--- config.mk ---
export PLATFORM = sky130hd
export DESIGN_NAME = sdp_relu_seq
export DESIGN_NICKNAME = d
export VERILOG_FILES = /design/src/rtl/sdp_relu_seq.sv
export SDC_FILE = /design/constraint.sdc
export NUM_CORES = 1
export LEC_CHECK = 0
export BUFFER_PORTS_ARGS = -buffer_cell sky130_fd_sc_hd__buf_2
export CAP_MARGIN = 20
export CORE_AREA = 10 10 201 203
export CTS_BUF_LIST = sky130_fd_sc_hd__clkbuf_2 sky130_fd_sc_hd__clkbuf_4 sky130_fd_sc_hd__clkbuf_8
export CTS_CLUSTER_DIAMETER = 200
export DETAILED_ROUTE_END_ITERATION = 10
export DIE_AREA = 0 0 211 213
export PLACE_DENSITY = 0.65
export SYNTH_ARGS = -nofsm -noshare
export SYNTH_HDL_FRONTEND = slang
export SYNTH_SLANG_ARGS = --single-unit
--- constraint.sdc ---
create_clock -name nvdla_core_clk -period 4.8 [get_ports nvdla_core_clk]
set_input_delay 0 -clock nvdla_core_clk [delete_from_list [all_inputs] [get_ports nvdla_core_clk]]
set_output_delay 0 -clock nvdla_core_clk [all_outputs]
set_load 0.02 [all_outputs]
--- src/rtl/sdp_relu_seq.sv ---
// Layer-level sequencer for the SDP ReLU datapath: counts beats, applies per-lane ReLU or bypass.
// Optional macro SDP_RELU_CLIP_EN adds cfg_clip_max and ReLU-N clipping of non-negative lanes.
module sdp_relu_seq #(
  parameter int NUM_LANES  = 8,
  parameter int DATA_WIDTH = 32,
  parameter int CNT_WIDTH  = 16
) (
  input  logic                            nvdla_core_clk,
  input  logic                            nvdla_core_rst,
  input  logic                            op_en,
  input  logic                            cfg_bypass,
  input  logic [CNT_WIDTH-1:0]            cfg_beat_cnt,
`ifdef SDP_RELU_CLIP_EN
  input  logic [DATA_WIDTH-1:0]           cfg_clip_max,
`endif
  input  logic                            in_pvld,
  output logic                            in_prdy,
  input  logic [NUM_LANES*DATA_WIDTH-1:0] in_pd,
  output logic                            out_pvld,
  input  logic                            out_prdy,
  output logic [NUM_LANES*DATA_WIDTH-1:0] out_pd,
  output logic                            out_last,
  output logic                            op_busy,
  output logic                            op_done
);

  localparam int PD_WIDTH = NUM_LANES * DATA_WIDTH;
  localparam logic [CNT_WIDTH-1:0] CNT_ONE = CNT_WIDTH'(1);

  typedef enum logic [1:0] {
    ST_IDLE,
    ST_RUN,
    ST_DRAIN
  } state_t;

  state_t                state;
  state_t                state_nxt;
  logic [CNT_WIDTH-1:0]  beat_cnt;
  logic                  bypass_q;
`ifdef SDP_RELU_CLIP_EN
  logic [DATA_WIDTH-1:0] clip_q;
`endif

  logic                  start_op;
  logic                  start_empty;
  logic                  in_acc;
  logic                  last_acc;
  logic                  drain_done;
  logic [PD_WIDTH-1:0]   relu_pd;
  logic [DATA_WIDTH-1:0] lane_v;
  logic [DATA_WIDTH-1:0] res_v;

  always_ff @(posedge nvdla_core_clk) begin
    if (nvdla_core_rst) begin
      state <= ST_IDLE;
    end else begin
      state <= state_nxt;
    end
  end

  // Upstream is only ready in RUN when the output slot is free or draining this cycle.
  always_comb begin
    state_nxt   = state;
    in_prdy     = 1'b0;
    start_op    = 1'b0;
    start_empty = 1'b0;
    in_acc      = 1'b0;
    last_acc    = 1'b0;
    drain_done  = 1'b0;
    case (state)
      ST_IDLE: begin
        if (op_en) begin
          if (cfg_beat_cnt == '0) begin
            start_empty = 1'b1;
          end else begin
            start_op  = 1'b1;
            state_nxt = ST_RUN;
          end
        end
      end
      ST_RUN: begin
        in_prdy = !out_pvld || out_prdy;
        in_acc  = in_pvld && (!out_pvld || out_prdy);
        if (in_acc && (beat_cnt == '0)) begin
          last_acc  = 1'b1;
          state_nxt = ST_DRAIN;
        end
      end
      ST_DRAIN: begin
        if (out_pvld && out_prdy && out_last) begin
          drain_done = 1'b1;
          state_nxt  = ST_IDLE;
        end
      end
      default: begin
        state_nxt = ST_IDLE;
      end
    endcase
  end

  always_comb begin
    relu_pd = '0;
    lane_v  = '0;
    res_v   = '0;
    for (int i = 0; i < NUM_LANES; i++) begin
      lane_v = in_pd[i*DATA_WIDTH +: DATA_WIDTH];
      if (bypass_q) begin
        res_v = lane_v;
      end else if (lane_v[DATA_WIDTH-1]) begin
        res_v = '0;
`ifdef SDP_RELU_CLIP_EN
      end else if (lane_v > clip_q) begin
        res_v = clip_q;
`endif
      end else begin
        res_v = lane_v;
      end
      relu_pd[i*DATA_WIDTH +: DATA_WIDTH] = res_v;
    end
  end

  // Counter holds beats remaining after the next accept; zero marks the final beat.
  always_ff @(posedge nvdla_core_clk) begin
    if (nvdla_core_rst) begin
      beat_cnt <= '0;
      bypass_q <= 1'b0;
`ifdef SDP_RELU_CLIP_EN
      clip_q   <= '0;
`endif
      out_pvld <= 1'b0;
      out_last <= 1'b0;
      out_pd   <= '0;
      op_done  <= 1'b0;
    end else begin
      op_done <= start_empty || drain_done;
      if (start_op) begin
        beat_cnt <= cfg_beat_cnt - CNT_ONE;
        bypass_q <= cfg_bypass;
`ifdef SDP_RELU_CLIP_EN
        clip_q   <= cfg_clip_max;
`endif
      end else if (in_acc && (beat_cnt != '0)) begin
        beat_cnt <= beat_cnt - CNT_ONE;
      end
      if (in_acc) begin
        out_pvld <= 1'b1;
        out_pd   <= relu_pd;
        out_last <= last_acc;
      end else if (out_pvld && out_prdy) begin
        out_pvld <= 1'b0;
        out_last <= 1'b0;
      end
    end
  end

  assign op_busy = (state != ST_IDLE);

endmodule

== Word-level counts from Yosys, hierarchy flattened ==
Index checks and enable logic that the tools add are counted.

* Add/subtract/negate cells: 2
* Equality and inequality tests: 6
* Muxes and demuxes: 38
* Reductions and logical operators: 16

{| class="wikitable"
|+ Operators with widths
! kind !! number
|-
| $mux 32 || 8
|-
| $mux 31 || 8
|-
| $logic_not 16->1 || 2
|-
| $mux 16 || 2
|-
| $sub 16x1->16 const B || 2
|-
| $reduce_bool 16->1 || 1
|-
| $mux 1 || 15
|-
| $mux 2 || 4
|-
| $ne 2x2->1 const B || 4
|-
| $pmux 2 s3 || 1
|-
| $reduce_bool 2->1 || 3
|-
| $logic_and 1x1->1 || 5
|-
| $reduce_and 4->1 || 1
|-
| $eq 2x1->1 const B || 1
|-
| $eq 2x2->1 const B || 1
|-
| $logic_not 2->1 || 1
|-
| $logic_or 1x1->1 || 2
|-
| $logic_not 1->1 || 1
|}

* Register bits after elaboration: 278
* Bits of input ports: 278
* Output and inout port bits: 261
* Logic and storage cells: 69

== Logic depth before layout (Yosys ltp) ==
* Depth after elaboration: 7
* Mapped depth: 12
* Mapped depth without buffers: 11

== Worst setup path before layout ==
Ideal clock, no wire load.

* Path kind: register to register
* From: register state[1]
* To: register beat_cnt[12]
* Setup time: 86 ps
* Arrival time: 2983 ps
* Data required time: 4714 ps
* Slack: 1732 ps
* Cell stages (with the launch flop): 11
* Path buffers: 2
* Period minus slack after synthesis: 3068 ps
* Path through: dfxtp_1 > or3b_2 > clkbuf_1 > a21oi_1 > clkbuf_1 > mux2i_1 > ha_1 > o311ai_0 > or4_1 > xor2_1 > a211oi_1

* Cells in the longest elaborated chain, start to end: 4
* Elaborated cells on any way between the ends: 7
* Those cells by class: 1 x eq/ne; 3 x mux; 3 x reduce/logical

{| class="wikitable"
|+ RTL lines
! what !! RTL line !! RTL
|-
| from (decl) || 36 || <nowiki>state_t state;</nowiki>
|-
| from (signal assigned) || 57 || <nowiki>state <= state_nxt;</nowiki>
|-
| $eq 2x1->1 || 70 || <nowiki>case (state)</nowiki>
|-
| $mux 1 || 70 ||
|-
| $logic_and 1x1->1 || 142 || <nowiki>end else if (in_acc && (beat_cnt != '0)) begin</nowiki>
|-
| $reduce_bool 2->1 (no source line) || n/a ||
|-
| to (signal assigned) || 137 || <nowiki>beat_cnt <= cfg_beat_cnt - CNT_ONE;</nowiki>
|-
| to (signal assigned) || 143 || <nowiki>beat_cnt <= beat_cnt - CNT_ONE;</nowiki>
|-
| to (decl) || 38 || <nowiki>logic [CNT_WIDTH-1:0] beat_cnt;</nowiki>
|}

Parallel ways exist; a longest one is shown, timed or not.
A chain may end at the register's enable or synchronous reset.

== Worst setup path in the final report ==
* From: input port cfg_beat_cnt[11]
* To: register beat_cnt[8]

* Cells in the longest elaborated chain, start to end: 5
* Elaborated cells on any way between the ends: 6
* Those cells by class: 4 x mux; 2 x reduce/logical

{| class="wikitable"
|+ RTL lines
! what !! RTL line !! RTL
|-
| from (decl) || 12 || <nowiki>input logic [CNT_WIDTH-1:0] cfg_beat_cnt,</nowiki>
|-
| $logic_not 16->1 * || 73 || <nowiki>if (cfg_beat_cnt == '0) begin</nowiki>
|-
| $mux 1 * || 73 ||
|-
| $mux 1 * || 72 || <nowiki>if (op_en) begin</nowiki>
|-
| $mux 1 * || 70 ||
|-
| $mux 16 / $reduce_bool 2->1 (equally long branches) || n/a ||
|}

Every way passes the cells marked *; elsewhere a longest branch is shown, timed or not.

==> reports/summary.txt <==
status - finished clean
Final Setup Violations - 0
R2R depth - 10
CTS root buf - clkbuf_8
initial cell density of the core - 29.5%
WL/cell - 18.8 µm
Max FO, Critical Path - 13
H-tree depth - 2
synth unique cells - 46
DP HPWL - 31.1 mm
Layout area overhead - 69.8%
Layout fillers - 3193
post-CTS sizing - 0
setup bufs post-CTS - 0
Least-Margin Pin Slew - 1.05 ns
DRC - 0
Post-Syn Area - 10700 µm²
Worst Clk Skew - 0.0221 ns
First-pass DRT Iterations - 5
I/O pin count - 539
Core Footprint - 36300 µm²
Power Dens Cells - 310 nW/µm²
YS warnings - 0
Port Buf Inserts - 538
CP arrival - 4.65 ns
Lkg Pwr - 7.62 nW
clock sinks - 278
Total GRT Usage - 20.8%
placed cells - 2246
crit start category - input port
Slew headroom - 29.8%
clk_lat worst skew - 0.59 ns
number of global-route vias before repair - 13500
Mapped Nets - 1625
DP Worst Slack - 0.953 ns
worst hold path type - in2reg
Post-DRT Antenna Nets - 0
CTS max path bufs - 3
gr ovfl total - 0
CTS clk-pin slew, worst paths - 0.06 ns
layout cell share with drive strength beyond 1 - 29.4%
Setup crit end kind - flop
count of state elements after synthesis - 278
vias per cell - 5.09
final worst path period share - 86.8%
Pins Over Slew Limit - 0
die width - 211 µm
Post-Synthesis Cells - 1346
Die Y - 213 µm
first-pass GRT wire length - 76.0 mm
drt first-iter violations - 1244
Critical Path RT - 5.28 ns
Final nets - 2447
area of the die - 44900 µm²
unrepaired setup endpoints after global routing - no
count of non-filler cells in the finished layout - 2668
Hold Fails Final Rpt - 0
hold path depth - 2
drt total wl - 50.3 mm
Hold WS - 0.101 ns
TNS Setup - 0 ns
TritonCTS clock tree - done
clock period minus worst slack - 4.17 ns
CTS Buf Count - 46
FP Rows - 70
Vias - 13600
max cap viols - 0
final setup margin - 0.631 ns
Avg Cell Area, Syn - 7.95 µm²
placer's final routability congestion estimate - 0.901
initial antenna violation count - 2
Seq/Total Area, Yosys - 52.0%
critical path class - in2reg
Worst VDD drop - 0.000202 V
Fmax - 240 MHz
pin count of the biggest net entering global routing - 151
cell usage in the layout (no fill, tap or decap), types with 2 or more instances in the layout:
cell             n
nor3_1          13
buf_4            8
or4_1            3
buf_2          537
buf_8            2
nand2_1        269
and2_1           3
dfxtp_1        278
o21ai_0          4
nand4_1          4
mux2i_1          3
nor4_1           8
a21oi_1        269
nand2b_1        11
o311ai_0         2
buf_16           2
mux2_2           2
nand3b_1         3
a31oi_1          3
xnor2_1         11
clkbuf_8        61
dlygate4sd3_1  340
clkinv_2         4
nor2_1          23
nand3_1        265
o211ai_1         2
o31a_1           2
clkinvlp_4       2
buf_12           4
nor2b_1          2
clkbuf_4        12
a22oi_1          2
or2_2            3
xor2_1          10
a211oi_1        12
state kept, by name (all words and copies together), names as in the netlist:
signal,flops
out_pd,256
op_done,1
beat_cnt,16
out_last,1
bypass_q,1
state,2
out_pvld,1
layer usage:
metal	vias up	track usage, %	wire length (µm)
met3	153	6.91	4750
met5	-	0	0
met4	0	10.6	2290
met1	6389	22.7	18300
li1	6291	-	-
met2	756	35.6	24900
synth_stat cells (all sizes together):
library cell / count / area, µm²
o21ai: 5 / 36.3
o21a: 1 / 7.51
nand3: 266 / 1330
nand2b: 11 / 68.8
or4: 4 / 33.8
and3: 1 / 6.26
a22o: 1 / 8.76
a2bb2oi: 1 / 8.76
a31oi: 3 / 18.8
buf: 5 / 20.0
a21oi: 269 / 1350
or3b: 1 / 8.76
mux2: 2 / 22.5
nand2: 269 / 1010
nand4: 4 / 25.0
nor3: 13 / 65.1
or3: 1 / 6.26
nor2: 23 / 86.3
o311ai: 2 / 17.5
or2: 3 / 18.8
o311a: 1 / 10.0
xnor2: 11 / 96.3
and2: 3 / 18.8
clkbuf: 115 / 432
o221ai: 1 / 8.76
a31o: 1 / 8.76
o41ai: 1 / 8.76
nand4b: 1 / 8.76
nor2b: 2 / 12.5
mux2i: 3 / 30.0
o31ai: 1 / 7.51
xor2: 10 / 87.6
nor3b: 1 / 12.5
nand3b: 3 / 22.5
dfxtp: 278 / 5570
o211ai: 2 / 15.0
a22oi: 2 / 15.0
a211oi: 13 / 103
ha: 1 / 12.5
nor4: 9 / 62.6
o31a: 2 / 17.5
through the flow:
stage	cell area, µm²	power [mW]	util [%]
floorplan	10700	2.89	-
global placement	13700	3.19	37.8
detailed placement	13700	3.20	37.9
CTS	18100	5.64	50.0
global route	18200	5.86	50.1
finish	18200	5.62	50.1
cells by family after synthesis:
family	after synthesis	synth area share, %
AO/OA/AOI/OAI	306	15.3
XOR/XNOR	21	1.72
adder cells (fa/ha/maj)	1	0.117
buffers and inverters	120	4.22
flip-flops	278	52.0
multiplexers	5	0.491
AND/OR/NAND/NOR	615	26.1
worst max-delay path, stage by stage:
cell and delay, ns:
dlygate4sd3_1 0.53, buf_2 0.15, or4_4 0.57, nor4_1 0.67
a21oi_1 0.50, and2_1 0.32, a21oi_1 0.13, ha_1 0.26
o311a_1 0.28, and2_1 0.24, nand2b_1 0.11, xor2_1 0.15
dlygate4sd3_1 0.56, o31ai_1 0.18
final timing paths:
kind | start | end | slack (ns)
max | cfg_beat_cnt[11] | beat_cnt[8] | 0.63
min | nvdla_core_rst | out_pd[192] | 0.10
max reg2reg | state[1] | beat_cnt[8] | 0.85
min reg2reg | out_pd[249] | out_pd[249] | 0.45
final cells by class:
| class | instances | area [µm²] | share of cell area [%] |
|---|---|---|---|
| Clock inverter | 7 | 65.1 | 0.358 |
| Timing Repair Buffer | 894 | 6330 | 34.8 |
| Tap cell | 468 | 586 | 3.22 |
| Sequential cell | 278 | 5570 | 30.6 |
| Antenna cell | 1 | 2.50 | 0.0138 |
| Clock buffer | 72 | 916 | 5.04 |
| Multi-Input combinational cell | 948 | 4700 | 25.9 |
repair_timing:
action                                  4_1_cts  5_1_grt
endpoints found under the setup margin        0        0
hold buffers                                340        0
endpoints found under the hold margin       278        0
where the power goes:
| part | total, mW | switching, mW | internal, mW | leakage (nW) |
|---|---|---|---|---|
| registers | 2.44 | 0.0515 | 2.39 | 2.25 |
| clock network | 2.23 | 0.974 | 1.26 | 0.517 |
| logic | 0.950 | 0.531 | 0.419 | 4.85 |
Power figures use the tool's default switching activity.
